<file path="src/rtl/id_fwd_scoreboard_pkg.sv">
// Shared types and constants for the ID-stage forwarding scoreboard.
// Optional counters are enabled by defining FWD_STALL_CNT_EN.
package id_fwd_scoreboard_pkg;

    localparam int DEF_REG_AW = 5;
    localparam int DEF_DEPTH  = 3;
    localparam int DEF_NUM_RD = 2;

    localparam int SEL_RF   = 0;
    localparam int LAT_ALU  = 1;
    localparam int LAT_LOAD = 2;

    localparam int CNT_W = 32;

    // Select/latency width: enough to encode "register file" plus every tracked stage.
    function automatic int sel_width(input int depth);
        return $clog2(depth + 1);
    endfunction

    localparam int DEF_SEL_W = sel_width(DEF_DEPTH);

    typedef struct packed {
        logic                  vld;
        logic [DEF_REG_AW-1:0] dest;
        logic [DEF_SEL_W-1:0]  lat;
    } def_entry_t;

endpackage

</file>
<file path="src/rtl/id_fwd_scoreboard_match.sv">
// Per-read-port youngest-producer search and result-ready check.
module fwd_port_match
    import id_fwd_scoreboard_pkg::*;
#(
    parameter int REG_AW = DEF_REG_AW,
    parameter int DEPTH  = DEF_DEPTH,
    parameter int SEL_W  = sel_width(DEPTH)
) (
    input  logic [REG_AW-1:0]             rd_addr_i,
    input  logic                          rd_used_i,
    input  logic [DEPTH-1:0]              ent_vld_i,
    input  logic [DEPTH-1:0][REG_AW-1:0]  ent_dest_i,
    input  logic [DEPTH-1:0][SEL_W-1:0]   ent_lat_i,
    output logic [SEL_W-1:0]              fwd_sel_o,
    output logic                          unready_o
);

    logic             found;
    logic [SEL_W-1:0] hitStage;
    logic [SEL_W-1:0] hitLat;

    // Lowest stage index is the youngest producer; older matches are ignored.
    always_comb begin
        found    = 1'b0;
        hitStage = '0;
        hitLat   = '0;
        if (rd_used_i && (rd_addr_i != '0)) begin
            for (int s = 0; s < DEPTH; s++) begin
                if (!found && ent_vld_i[s] && (ent_dest_i[s] == rd_addr_i)) begin
                    found    = 1'b1;
                    hitStage = SEL_W'(s + 1);
                    hitLat   = ent_lat_i[s];
                end
            end
        end
    end

    always_comb begin
        fwd_sel_o = SEL_W'(SEL_RF);
        unready_o = 1'b0;
        if (found) begin
            if (hitStage >= hitLat) begin
                fwd_sel_o = hitStage;
            end else begin
                unready_o = 1'b1;
            end
        end
    end

endmodule

</file>
<file path="src/rtl/id_fwd_scoreboard.sv">
// ID-stage forwarding scoreboard: shift register of in-flight destinations, per-port
// forward selects and load-use style stall. Define FWD_STALL_CNT_EN for the counters.
module id_fwd_scoreboard
    import id_fwd_scoreboard_pkg::*;
#(
    parameter int REG_AW = DEF_REG_AW,
    parameter int DEPTH  = DEF_DEPTH,
    parameter int NUM_RD = DEF_NUM_RD,
    parameter int SEL_W  = sel_width(DEPTH)
) (
    input  logic                     clk,
    input  logic                     rst,
    input  logic                     id_valid,
    input  logic [NUM_RD*REG_AW-1:0] id_rd_addr,
    input  logic [NUM_RD-1:0]        id_rd_used,
    input  logic                     id_wr_en,
    input  logic [REG_AW-1:0]        id_dest,
    input  logic [SEL_W-1:0]         id_lat,
    input  logic                     pipe_hold,
    output logic [NUM_RD*SEL_W-1:0]  fwd_sel,
    output logic                     stall,
    output logic                     id_issue
`ifdef FWD_STALL_CNT_EN
    ,
    output logic [CNT_W-1:0]         stall_cnt,
    output logic [CNT_W-1:0]         fwd_hit_cnt
`endif
);

    logic [DEPTH-1:0]             vld_q,  vld_d;
    logic [DEPTH-1:0][REG_AW-1:0] dest_q, dest_d;
    logic [DEPTH-1:0][SEL_W-1:0]  lat_q,  lat_d;

    logic [NUM_RD-1:0] portUnready;
    logic [SEL_W-1:0]  latNorm;

    for (genvar i = 0; i < NUM_RD; i++) begin : g_port
        fwd_port_match #(
            .REG_AW (REG_AW),
            .DEPTH  (DEPTH),
            .SEL_W  (SEL_W)
        ) u_match (
            .rd_addr_i  (id_rd_addr[i*REG_AW +: REG_AW]),
            .rd_used_i  (id_rd_used[i]),
            .ent_vld_i  (vld_q),
            .ent_dest_i (dest_q),
            .ent_lat_i  (lat_q),
            .fwd_sel_o  (fwd_sel[i*SEL_W +: SEL_W]),
            .unready_o  (portUnready[i])
        );
    end

    assign stall    = id_valid && (|portUnready);
    assign id_issue = id_valid && !stall && !pipe_hold;

    // A zero latency means "ready out of EX"; anything past the last stage clamps to it.
    always_comb begin
        latNorm = id_lat;
        if (id_lat == '0) begin
            latNorm = SEL_W'(LAT_ALU);
        end else if (int'(id_lat) > DEPTH) begin
            latNorm = SEL_W'(DEPTH);
        end
    end

    // Stalled or non-writing cycles push a bubble, so waiting producers keep moving.
    always_comb begin
        vld_d  = vld_q;
        dest_d = dest_q;
        lat_d  = lat_q;
        if (!pipe_hold) begin
            for (int k = DEPTH - 1; k >= 1; k--) begin
                vld_d[k]  = vld_q[k-1];
                dest_d[k] = dest_q[k-1];
                lat_d[k]  = lat_q[k-1];
            end
            vld_d[0]  = id_issue && id_wr_en && (id_dest != '0);
            dest_d[0] = id_dest;
            lat_d[0]  = latNorm;
        end
    end

    always_ff @(posedge clk or posedge rst) begin
        if (rst) begin
            vld_q  <= '0;
            dest_q <= '0;
            lat_q  <= '0;
        end else begin
            vld_q  <= vld_d;
            dest_q <= dest_d;
            lat_q  <= lat_d;
        end
    end

`ifdef FWD_STALL_CNT_EN
    logic [CNT_W-1:0] stallCnt_q,  stallCnt_d;
    logic [CNT_W-1:0] fwdHitCnt_q, fwdHitCnt_d;

    always_comb begin
        stallCnt_d  = stallCnt_q;
        fwdHitCnt_d = fwdHitCnt_q;
        if (stall && (stallCnt_q != '1)) begin
            stallCnt_d = stallCnt_q + 1'b1;
        end
        if (id_issue && (|fwd_sel) && (fwdHitCnt_q != '1)) begin
            fwdHitCnt_d = fwdHitCnt_q + 1'b1;
        end
    end

    always_ff @(posedge clk or posedge rst) begin
        if (rst) begin
            stallCnt_q  <= '0;
            fwdHitCnt_q <= '0;
        end else begin
            stallCnt_q  <= stallCnt_d;
            fwdHitCnt_q <= fwdHitCnt_d;
        end
    end

    assign stall_cnt   = stallCnt_q;
    assign fwd_hit_cnt = fwdHitCnt_q;
`endif

endmodule

</file>
<file path="config.mk">
export PLATFORM = sky130hd
export DESIGN_NAME = id_fwd_scoreboard
export DESIGN_NICKNAME = d
export VERILOG_FILES = /design/src/rtl/id_fwd_scoreboard_pkg.sv /design/src/rtl/id_fwd_scoreboard_match.sv /design/src/rtl/id_fwd_scoreboard.sv
export SDC_FILE = /design/constraint.sdc
export NUM_CORES = 1
export LEC_CHECK = 0
export ABC_AREA = 1
export BUFFER_PORTS_ARGS = -buffer_cell sky130_fd_sc_hd__buf_2
export CAP_MARGIN = 20
export CORE_MARGIN = 3
export CORE_UTILIZATION = 35
export DETAILED_ROUTE_END_ITERATION = 8
export PLACE_DENSITY_LB_ADDON = 0.05
export REMOVE_ABC_BUFFERS = 1
export SLEW_MARGIN = 20
export SYNTH_ARGS = -nofsm -noshare
export SYNTH_HDL_FRONTEND = slang
export SYNTH_SLANG_ARGS = --single-unit
</file>
<file path="constraint.sdc">
create_clock -name clk -period 2.4 [get_ports clk]
set_input_delay 0.24 -clock clk [delete_from_list [all_inputs] [get_ports clk]]
set_output_delay 0.24 -clock clk [all_outputs]
set_load 0.005 [all_outputs]
</file>
# Yosys cells after proc, flatten, opt, wreduce, memory -nomap -nowiden
# Cells that the tools add are included.
# totals
register_bits,24
input_bits,24
output_inout_bits,6
# classes
order_cmp,2
eq_ne,6
mux,37
n_reduce_logical,28
# ops
op,n
$mux W2,19
$eq A5 B5 Y1,6
$mux W1,18
$logic_and A1 B1 Y1,17
$reduce_bool A5 Y1,3
$logic_not A1 Y1,6
$ge A2 B2 Y1,2
$logic_not A2 Y1,1
$reduce_or A2 Y1,1

# Depth between registers and ports, before layout
# Gate-level depths: netlist of the first run.
# depth
ltp_word,24
ltp_mapped,18
mapped_depth_nobuf,18

# By module
# From an unflattened synthesis of the first run, not the netlist that was laid out.
# unflattened
cells_unflattened,335
hier_area_um2,2008.2
# modules_own_cells
mod,n_inst,cells_per_inst,area_per_inst_um2,seq_area_each_um2
fwd_port_match,2,115,524.3,0.0
id_fwd_scoreboard,1,105,959.7,600.6

# Worst setup path before layout of the first run
# Ideal clock, no wire load.
# synth_path
kind,flip-flop to output port
start,register dest_q[4] (netlist name)
end,output port id_issue
arrival_ns,1.987
required_time_ns,2.160
path_slack_ns,0.173
stages_incl_launch_ff,17
path_buffers,0
path_cell_list,dfrtp_1 > inv_1 > nand2_1 > a21oi_1 > nand3_2 > clkinv_1 > nor2_2 > inv_2 > nor2_2 > nor2_1 > nor2_1 > ha_1 > inv_1 > nand2_1 > a21oi_1 > nand3_1 > and3_1
# synth_via
elab_chain_len,22
elab_cells_between_ends,55
classes_between,2 x order compare; 2 x eq/ne; 32 x mux; 19 x reduce/logical
# synth_lines
item,line,rtl
start: declaration,id_fwd_scoreboard.sv:31,"logic [DEPTH-1:0][REG_AW-1:0] dest_q, dest_d;"
start signal: assignment,id_fwd_scoreboard.sv:90,dest_q <= dest_d;
$eq A5 B5 Y1,id_fwd_scoreboard_match.sv:29,if (!found && ent_vld_i[s] && (ent_dest_i[s] == rd_addr_i)) begin
$logic_and A1 B1 Y1,id_fwd_scoreboard_match.sv:29,
$mux W1,id_fwd_scoreboard_match.sv:29,
$mux W1,id_fwd_scoreboard_match.sv:27,if (rd_used_i && (rd_addr_i != '0)) begin
$logic_not A1 Y1,id_fwd_scoreboard_match.sv:29,
$logic_and A1 B1 Y1 (2 in a row),id_fwd_scoreboard_match.sv:29,
$mux W1,id_fwd_scoreboard_match.sv:29,
$mux W1,id_fwd_scoreboard_match.sv:27,
[4 not listed],-,
$mux W2,id_fwd_scoreboard_match.sv:27,
$ge A2 B2 Y1,id_fwd_scoreboard_match.sv:42,if (hitStage >= hitLat) begin
$mux W1,id_fwd_scoreboard_match.sv:42,
$mux W1,id_fwd_scoreboard_match.sv:41,if (found) begin
$reduce_or A2 Y1 *,id_fwd_scoreboard.sv:53,assign stall = id_valid && (|portUnready);
$logic_and A1 B1 Y1 *,id_fwd_scoreboard.sv:53,
$logic_not A1 Y1 *,id_fwd_scoreboard.sv:54,assign id_issue = id_valid && !stall && !pipe_hold;
$logic_and A1 B1 Y1 * (2 in a row),id_fwd_scoreboard.sv:54,
end: declaration,id_fwd_scoreboard.sv:22,output logic id_issue
# Mark *: on every way between the ends. The rest lies on a longest branch, timed or not. The select of a mux whose other input is x is not followed.

# Worst setup path in the final report of the first run
# layout_path
start,register dest_q[8] (netlist name)
end,output port id_issue
# layout_via
elab_chain_len,17
elab_cells_between_ends,41
classes_between,2 x order compare; 2 x eq/ne; 24 x mux; 13 x reduce/logical
# layout_lines
item,line
$eq A5 B5 Y1,id_fwd_scoreboard_match.sv:29
$logic_and A1 B1 Y1,id_fwd_scoreboard_match.sv:29
$mux W1,id_fwd_scoreboard_match.sv:29
$mux W1,id_fwd_scoreboard_match.sv:27
$logic_not A1 Y1,id_fwd_scoreboard_match.sv:29
$logic_and A1 B1 Y1 (2 in a row),id_fwd_scoreboard_match.sv:29
$mux W2,id_fwd_scoreboard_match.sv:29
$mux W2,id_fwd_scoreboard_match.sv:27
$ge A2 B2 Y1,id_fwd_scoreboard_match.sv:42
$mux W1,id_fwd_scoreboard_match.sv:42
$mux W1,id_fwd_scoreboard_match.sv:41
$reduce_or A2 Y1 *,id_fwd_scoreboard.sv:53
$logic_and A1 B1 Y1 *,id_fwd_scoreboard.sv:53
$logic_not A1 Y1 *,id_fwd_scoreboard.sv:54
$logic_and A1 B1 Y1 * (2 in a row),id_fwd_scoreboard.sv:54
# Marked as above.

==> flow_metrics.env, run 1 <==
export IMPL_status="finished, violations left"
export IMPL_violations="hold timing, setup timing"
export IMPL_grt_max_degree=25
export IMPL_drive_gt1_frac=0.337
export IMPL_drt_iter0_drc=87
export IMPL_skew_ns=0.0109
export IMPL_place_area_um2=2190
export IMPL_cts_tree="yes"
export IMPL_period_share=1.15
export IMPL_fin_tns_setup_ns=-1.73
export IMPL_grt_pass1_wl_mm=8.46
export IMPL_cts_path_max_buffers=2
export IMPL_die_area_um2=6050
export IMPL_place_hpwl_mm=3.84
export IMPL_clk_latency_ns=0.28
export IMPL_end_kind="output pin"
export IMPL_vias=1911
export IMPL_period_needed_ns=2.75
export IMPL_syn_area_per_cell_um2=6.40
export IMPL_final_cells=414
export IMPL_syn_inst=282
export IMPL_ios=30
export IMPL_grt_total_usage=0.176
export IMPL_worstSetupPathType="reg -> out"
export IMPL_area_growth_pct=35.1
export IMPL_required_ns=2.16
export IMPL_grt_pass1_vias=1808
export IMPL_min_path_type="in -> async"
export IMPL_cap_violations=0
export IMPL_report_final_slew_viol_count=0
export IMPL_core_area_um2=4850
export IMPL_final_common_cell="nand2_1"
export IMPL_crit_fanout=4
export IMPL_cp_arrival_ns=2.51
export IMPL_start_kind="flop"
export IMPL_finish_net_count=376
export IMPL_portBuffers=29
export IMPL_n_antenna_cell=0
export IMPL_gp_congestion=0.830
export IMPL_htreeDepth=1
export IMPL_peakVddDrop_v=0.000298
export IMPL_yosysSeqAreaShare=0.333
export IMPL_fmax_ghz=0.363
export IMPL_power_leakage_nw=1.35
export IMPL_rows=25
export IMPL_clkSinkCount=24
export IMPL_wl_per_cell_um=12.5
export IMPL_worst_slack_ns=-0.352
export IMPL_viasPerCell=4.62
export IMPL_ys_ff_latch=24
export IMPL_hold_violations=10
export IMPL_worst_slew_pin_transition_ns=0.334
export IMPL_synth_area_um2=1800
export IMPL_rsz0062_at_grt="yes"
export IMPL_start_util=0.372
export IMPL_fin_area_um2=2440
export IMPL_slew_headroom=0.777
export IMPL_ys_types=24
export IMPL_wirelength_mm=5.18
export IMPL_yosysWarningCount=0
export IMPL_postRouteAntennaNets=0
export IMPL_finalSetupViolations=7
export IMPL_cts_root_buffer="clkbuf_8"
export IMPL_first_pass_iters=4
export IMPL_dieHeight_um=77.8
export IMPL_worst_hold_slack_ns=-0.00385
export IMPL_cts_clk_slew_worst_paths_ns=0.10
export IMPL_cts_buffers=3
export IMPL_antenna_found_initial=0
export IMPL_overflow=0
export IMPL_dp_cells=397
export IMPL_cts_hold_buffers=0
export IMPL_power_density_nw_per_um2=481
export IMPL_final_cell_mix="100 x nand2_1, 35 x buf_4, 29 x buf_2"
export IMPL_dieWidth_um=77.8
export IMPL_drc=0
## per-layer routing
layer	track usage	up-vias	part of all wire
met2	0.282	41	0.45
met4	0.0302	0	0.0044
met1	0.251	865	0.49
met3	0.0290	2	0.049
li1	-	1003	-
met5	0	-	0
## timing repair
item                                    in CTS  in global routing
hold endpoints to repair                     0                  0
gates resized for setup                     11                 16
pin swaps                                   16                 19
buffers inserted                             6                  9
endpoints found under the setup margin       7                  7
## registers in the layout, summed over array words and instances (netlist names)
signal  flops
vld_q       3
lat_q       6
dest_q     15
## synthesized netlist by cell type
cell type  count  area share
o21ai_1        5       0.014
clkbuf_1       4      0.0083
nand3_2        2       0.011
nand3_1       10       0.028
nor2_2         9       0.031
ha_1           4       0.028
nand2_1      101        0.21
inv_1         32       0.067
o211ai_1       2      0.0083
and3_1         1      0.0035
o31ai_1        1      0.0042
nand4_1        1      0.0035
clkinv_1       1      0.0021
nand3_4        1      0.0097
nor3_1         2      0.0055
inv_2         13       0.027
a21oi_1        4       0.011
xor2_1         2      0.0097
dfrtp_1       24        0.33
nor2_4         1      0.0062
o21ai_2        1      0.0049
nand3b_4       3       0.033
o21ai_0       30       0.083
nor2_1        28       0.058
## worst max-delay path, stage by stage (launching register included)
cell and delay [ns]:
dfrtp_1 0.43, inv_2 0.09, o21ai_1 0.07, nor2_2 0.19
nand3_4 0.13, nor2_4 0.11, buf_4 0.11, nand2_1 0.05
o211ai_1 0.09, nand2_1 0.08, ha_1 0.30, a21oi_2 0.19
nand3_2 0.10, and3_1 0.18, buf_2 0.13
## path summary, 6_finish.rpt
check                                       from                    end  slack, ns  cells past startpoint
setup / recovery           dest_q[8]$_DFFE_PP0N_               id_issue      -0.35                     14
hold / removal                               rst   vld_q[0]$_DFFE_PP0N_     -0.004                      3
setup reg to reg           dest_q[1]$_DFFE_PP0N_   vld_q[0]$_DFFE_PP0N_      -0.01                     20
hold reg to reg             lat_q[1]$_DFFE_PP0N_   lat_q[1]$_DFFE_PP0N_       0.50                      2
max in group asynchronous                    rst   lat_q[5]$_DFFE_PP0N_       2.15                      3
min in group clk                      id_dest[4]  dest_q[4]$_DFFE_PP0N_       0.19                      3
## logic make-up after synthesis
group | count (synthesis) | share of synthesized area
AND/OR/NAND/NOR | 159 | 0.400
buffers and inverters | 50 | 0.104
AO/OA/AOI/OAI | 43 | 0.126
flip-flops | 24 | 0.333
adder cells (fa/ha/maj) | 4 | 0.0277
XOR/XNOR | 2 | 0.00971
## cell type report
class | count | area [um^2]
Multi-Input combinational cell | 208 | 1090
Timing Repair Buffer | 65 | 419
Clock inverter | 1 | 30.0
Inverter | 46 | 174
Fill cell | 534 | 2410
Clock buffer | 3 | 41.3
Tap cell | 67 | 83.8
Sequential cell | 24 | 601
## report_power, final
group / leakage (nW) / total (mW) / internal, mW / switching (mW)
sequential: 0.299 / 0.493 / 0.448 / 0.0453
clock: 0.0357 / 0.375 / 0.223 / 0.152
combinational: 1.02 / 0.304 / 0.123 / 0.180
## through the flow
| stage | utilization | power, mW | setup WS (ns) |
|---|---|---|---|
| floorplan | - | 0.653 | 0.173 |
| CTS | 0.484 | 1.16 | -0.358 |
| finish | 0.503 | 1.17 | -0.352 |
| detailed placement | 0.452 | 0.772 | -0.142 |
| global route | 0.503 | 1.25 | -0.540 |
| global placement | 0.452 | 0.774 | -0.119 |
No activity file was read; power rests on OpenSTA's default activity.
==> run 2: changes to the inputs <==
--- a/config.mk
+++ b/config.mk
@@ -11,9 +11,11 @@
 export CORE_MARGIN = 3
 export CORE_UTILIZATION = 35
 export DETAILED_ROUTE_END_ITERATION = 8
+export MAX_ROUTING_LAYER = met4
 export PLACE_DENSITY_LB_ADDON = 0.05
 export REMOVE_ABC_BUFFERS = 1
 export SLEW_MARGIN = 20
 export SYNTH_ARGS = -nofsm -noshare
 export SYNTH_HDL_FRONTEND = slang
 export SYNTH_SLANG_ARGS = --single-unit
+export TNS_END_PERCENT = 50
==> flow_metrics.env, run 2 (synthesis results as in run 1) <==
export IMPL_drc=0
export IMPL_r2r_start="dest_q[5]$_DFFE_PP0N_"
export IMPL_area_growth_pct=36.3
export IMPL_skew_ns=0.0117
export IMPL_crit_buf_inv=4
export IMPL_final_cell_mix="99 x nand2_1, 34 x buf_4, 28 x inv_1, 28 x o21ai_0, 28 x buf_2"
export IMPL_core_area_um2=4850
export IMPL_ff2ff_path_depth=18
export IMPL_peakVddDrop_v=0.000299
export IMPL_worst_slack_ns=-0.405
export IMPL_portBuffers=29
export IMPL_slew_headroom=0.778
export IMPL_drive_gt1_frac=0.344
export IMPL_place_hpwl_mm=3.84
export IMPL_wl_per_cell_um=12.5
export IMPL_met3_usage=0.0290
export IMPL_place_area_um2=2190
export IMPL_largestRegisters="dest_q x15, lat_q x6, vld_q x3"
export IMPL_postRouteAntennaNets=0
export IMPL_worst_slew_pin_transition_ns=0.333
export IMPL_first_pass_iters=4
export IMPL_reg2reg_setup_slack_ns=-0.03
export IMPL_start_util=0.372
export IMPL_violations="hold timing, setup timing"
export IMPL_fmax_ghz=0.357
export IMPL_crit_fanout=3
export IMPL_worstSetupPathType="reg -> out"
export IMPL_cp_arrival_ns=2.56
export IMPL_overflow=0
export IMPL_crit_cells=17
export IMPL_drt_iter0_drc=97
export IMPL_period_share=1.17
export IMPL_final_common_cell="nand2_1"
export IMPL_cts_root_buffer="clkbuf_8"
export IMPL_grt_pass1_wl_mm=8.45
export IMPL_rsz0062_at_grt="yes"
export IMPL_required_ns=2.16
export IMPL_cts_path_max_buffers=2
export IMPL_final_core_util=0.507
export IMPL_grt_max_degree=25
export IMPL_grt_pass1_vias=1800
export IMPL_power_leakage_nw=1.35
export IMPL_report_final_slew_viol_count=0
export IMPL_period_needed_ns=2.80
export IMPL_gp_congestion=0.843
export IMPL_cp_top_family="simple AND/OR/NAND/NOR gates"
export IMPL_status="finished, violations left"
export IMPL_start_kind="flop"
export IMPL_vias=1909
export IMPL_end_kind="output pin"
export IMPL_gr_usage_met2=0.280
export IMPL_viasPerCell=4.62
export IMPL_n_antenna_cell=0
export IMPL_power_density_nw_per_um2=482
export IMPL_rr_endpoint="vld_q[0]$_DFFE_PP0N_"
export IMPL_clkSinkCount=24
export IMPL_path_cells="buf_6 > nand2_4 > o21ai_4 > nor2_4 > nand3_4 > nor2_4 > inv_2 > nor2_2 > nor2_1 > nor2_1 > ha_1 > inv_1 > nand2_1 > a21oi_2 > nand3_2 > and3_4 > buf_6"
export IMPL_met1_usage=0.252
export IMPL_ios=30
export IMPL_die_area_um2=6050
export IMPL_finalSetupViolations=7
export IMPL_hold_violations=10
export IMPL_wirelength_mm=5.18
export IMPL_fin_area_um2=2460
export IMPL_antenna_found_initial=0
export IMPL_rows=25
export IMPL_top_usage_layer="met2"
export IMPL_fillers=522
export IMPL_clk_latency_ns=0.28
export IMPL_cts_buffers=3
export IMPL_dieHeight_um=77.8
export IMPL_htreeDepth=1
export IMPL_worst_hold_slack_ns=-0.00513
export IMPL_grt_total_usage=0.181
export IMPL_cts_tree="yes"
export IMPL_top_register="dest_q"
export IMPL_cp_slowest_cell="dfrtp_1"
export IMPL_cap_violations=0
export IMPL_min_path_type="in -> async"
export IMPL_largest_reg_flops=15
export IMPL_cts_clk_slew_worst_paths_ns=0.10
export IMPL_finish_net_count=375
export IMPL_dieWidth_um=77.8
export IMPL_cp_slowest_stage_delay_ns=0.41
-- run 2: worst max-delay path by stage --
stage / start / end
6_report: dest_q[6]$_DFFE_PP0N_ / id_issue
5_1_grt: dest_q[6]$_DFFE_PP0N_ / id_issue
4_1_cts: dest_q[2]$_DFFE_PP0N_ / id_issue
3_5_place_dp: dest_q[2]$_DFFE_PP0N_ / id_issue
3_3_place_gp: dest_q[4]$_DFFE_PP0N_ / id_issue
2_1_floorplan: dest_q[4]$_DFFE_PP0N_ / id_issue
-- run 2: layout make-up --
| class | count | area [um^2] | area share |
|---|---|---|---|
| clock inverters | 1 | 30.0 | 0.0122 |
| clock buffers | 3 | 41.3 | 0.0168 |
| repair buffers | 64 | 418 | 0.170 |
| well taps | 67 | 83.8 | 0.0341 |
| inverters | 46 | 174 | 0.0707 |
| flip-flops and latches | 24 | 601 | 0.244 |
| multi-input cells | 208 | 1110 | 0.452 |
-- run 2: timing repair --
action                     CTS  global route
setup endpoints to repair    7             7
setup buffers                4            10
hold buffers                 0             0
pin swaps                   16            23
gates resized for setup     11            21
hold endpoints to repair     0             0
-- run 2: worst min-delay path, delay by kind of cell --
family / cells / cell delay, ns
buffers and inverters: 3 / 0.45
-- run 2: power by group --
| group | switching [mW] | total [mW] | leakage, nW | internal [mW] |
|---|---|---|---|---|
| Clock | 0.153 | 0.376 | 0.0357 | 0.223 |
| Sequential | 0.0445 | 0.492 | 0.299 | 0.448 |
| Combinational | 0.186 | 0.318 | 1.02 | 0.131 |
-- run 2: metrics by stage --
stage               total power [mW]  setup TNS, ns  std cells  hold slack [ns]  worst slack, ns
floorplan                      0.653              0        278            0.255            0.173
global placement               0.774         -0.212        397            0.316           -0.119
detailed placement             0.772         -0.275        397            0.311           -0.142
CTS                             1.16          -1.67        404         0.000333           -0.358
global route                    1.26          -3.15        413           0.0250           -0.568
finish                          1.19          -2.00        413         -0.00513           -0.405
-- run 2: metal layers --
layer | up-vias | wire, um
li1 | 1000 | -
met1 | 859 | 2570
met2 | 46 | 2330
met3 | 4 | 257
met4 | 0 | 27
met5 | - | 0
==> run 3: changes to the inputs <==
--- a/config.mk
+++ b/config.mk
@@ -11,11 +11,10 @@
 export CORE_MARGIN = 3
 export CORE_UTILIZATION = 35
 export DETAILED_ROUTE_END_ITERATION = 8
+export GPL_TIMING_DRIVEN = 0
 export MAX_ROUTING_LAYER = met4
 export PLACE_DENSITY_LB_ADDON = 0.05
-export REMOVE_ABC_BUFFERS = 1
 export SLEW_MARGIN = 20
 export SYNTH_ARGS = -nofsm -noshare
 export SYNTH_HDL_FRONTEND = slang
 export SYNTH_SLANG_ARGS = --single-unit
-export TNS_END_PERCENT = 50
==> flow_metrics.env, run 3 (synthesis results as in run 1) <==
export IMPL_status="finished, violations left"
export IMPL_violations="setup timing"
export IMPL_intPower_uw=786
export IMPL_p_sw_uw=374
export IMPL_drc=0
export IMPL_clk_latency_ns=0.28
export IMPL_clkSinkCount=24
export IMPL_cts_clk_slew_worst_paths_ns=0.10
export IMPL_cts_path_max_buffers=2
export IMPL_power_leakage_nw=1.28
export IMPL_dieHeight_um=77.8
export IMPL_first_pass_iters=5
export IMPL_place_ws_ns=-0.357
export IMPL_final_cells=402
export IMPL_fin_tns_setup_ns=-1.77
export IMPL_comb_power_share=0.254
export IMPL_peakVddDrop_v=0.000366
export IMPL_skew_ns=0.0107
export IMPL_top_register="dest_q"
export IMPL_die_area_um2=6050
export IMPL_htreeDepth=1
export IMPL_wirelength_mm=5.25
export IMPL_grt_pass1_vias=1750
export IMPL_final_core_util=0.493
export IMPL_cts_buffers=3
export IMPL_power_frac_clock=0.316
export IMPL_hold_violations=0
export IMPL_rows=25
export IMPL_startpoint="dest_q[2]$_DFFE_PP0N_"
export IMPL_period_needed_ns=2.79
export IMPL_end_kind="output pin"
export IMPL_cts_tree="yes"
export IMPL_grt_max_degree=25
export IMPL_finalSetupViolations=7
export IMPL_min_path_type="in -> async"
export IMPL_final_common_cell="nand2_1"
export IMPL_dieWidth_um=77.8
export IMPL_period_share=1.16
export IMPL_grt_pass1_wl_mm=8.64
export IMPL_viasPerCell=4.62
export IMPL_required_ns=2.16
export IMPL_largestRegisters="dest_q x15, lat_q x6, vld_q x3"
export IMPL_fmax_ghz=0.359
export IMPL_cp_arrival_ns=2.55
export IMPL_worst_slew_pin_transition_ns=0.926
export IMPL_gp_congestion=0.877
export IMPL_antenna_found_initial=0
export IMPL_crit_fanout=5
export IMPL_worst_hold_slack_ns=0.0361
export IMPL_area_growth_pct=32.6
export IMPL_finish_net_count=364
export IMPL_start_kind="flop"
export IMPL_power_frac_seq=0.430
export IMPL_worstSetupPathType="reg -> out"
export IMPL_rsz0062_at_grt="yes"
export IMPL_report_final_slew_viol_count=0
export IMPL_largest_reg_flops=15
export IMPL_netSwitchingFraction=0.322
export IMPL_synth_nets=310
export IMPL_overflow=0
export IMPL_worst_slack_ns=-0.389
export IMPL_dp_cells=377
export IMPL_final_cell_mix="98 x nand2_1, 27 x o21ai_0, 27 x buf_2"
export IMPL_drt_iter0_drc=83
export IMPL_n_antenna_cell=0
export IMPL_wl_per_cell_um=13.1
export IMPL_fin_area_um2=2390
export IMPL_vias=1859
export IMPL_ios=30
export IMPL_r2r_start="dest_q[2]$_DFFE_PP0N_"
export IMPL_cap_violations=0
export IMPL_p_total_mw=1.16
export IMPL_postRouteAntennaNets=0
export IMPL_core_area_um2=4850
export IMPL_cts_root_buffer="clkbuf_8"
export IMPL_drive_gt1_frac=0.337
export IMPL_start_util=0.372
export IMPL_grt_total_usage=0.185
export IMPL_place_area_um2=2030
export IMPL_power_density_nw_per_um2=485
export IMPL_portBuffers=28
export IMPL_place_hpwl_mm=3.93
export IMPL_slew_headroom=0.379
==> run 3: cell count changes in the layout (fill, tap and decap cells not counted), sizes merged <==
cell	delta
clkbuf	+4
buf	-15
inv	-1
clkinv	+1
==> run 3: worst paths after layout <==
check | end | cells after the start | slack [ns]
setup reg to reg | vld_q[0]$_DFFE_PP0N_ | 18 | -0.09
min in group clk | dest_q[0]$_DFFE_PP0N_ | 3 | 0.19
max in group asynchronous | dest_q[1]$_DFFE_PP0N_ | 2 | 1.88
setup / recovery | id_issue | 16 | -0.39
hold reg to reg | lat_q[2]$_DFFE_PP0N_ | 2 | 0.49
hold / removal | dest_q[13]$_DFFE_PP0N_ | 2 | 0.04
==> run 3: area by class of cell <==
cell class                 count  area [um^2]
sequential                    24          603
clock inverter                 1         30.0
clock buffer                   3         41.3
fill                         529         2460
multi-input combinational    208         1130
buffer                         4         15.0
tap                           67         83.8
inverter                      46          178
timing repair buffer          49          312
==> run 3: metal layers <==
| metal | wire, um | track usage |
|---|---|---|
| met3 | 150 | 0.0290 |
| met2 | 2370 | 0.285 |
| met1 | 2710 | 0.264 |
| met5 | 0 | - |
| met4 | 21 | 0.0214 |
==> run 3: worst max-delay path: stages (launching register included) <==
cell and delay, ns:
dfrtp_1 0.43, inv_2 0.08, nand2_1 0.07, o21ai_2 0.06, nor2_2 0.15, nand3_4 0.15
nand3b_4 0.13, o21ai_1 0.07, nor2_1 0.11, nor2_1 0.06, ha_1 0.29, inv_1 0.05
nand2_1 0.05, a21oi_2 0.16, nand3_2 0.14, and3_4 0.17, buf_6 0.11
==> run 3: what timing repair did <==
action | 4_1_cts | 5_1_grt
endpoints found under the setup margin | 7 | 7
buffers inserted | 14 | 7
hold buffers | 0 | 0
resized for setup | 23 | 19
pin swaps | 24 | 17
==> run 3: power groups by stage <==
stage                     Combinational (mW)  Sequential, mW  Clock (mW)
after global placement                 0.245           0.502           0
after detailed placement               0.246           0.503           0
after global routing                   0.335           0.505       0.397
after CTS                              0.275           0.495       0.375
final                                  0.294           0.498       0.367
after floorplan                        0.173           0.487           0
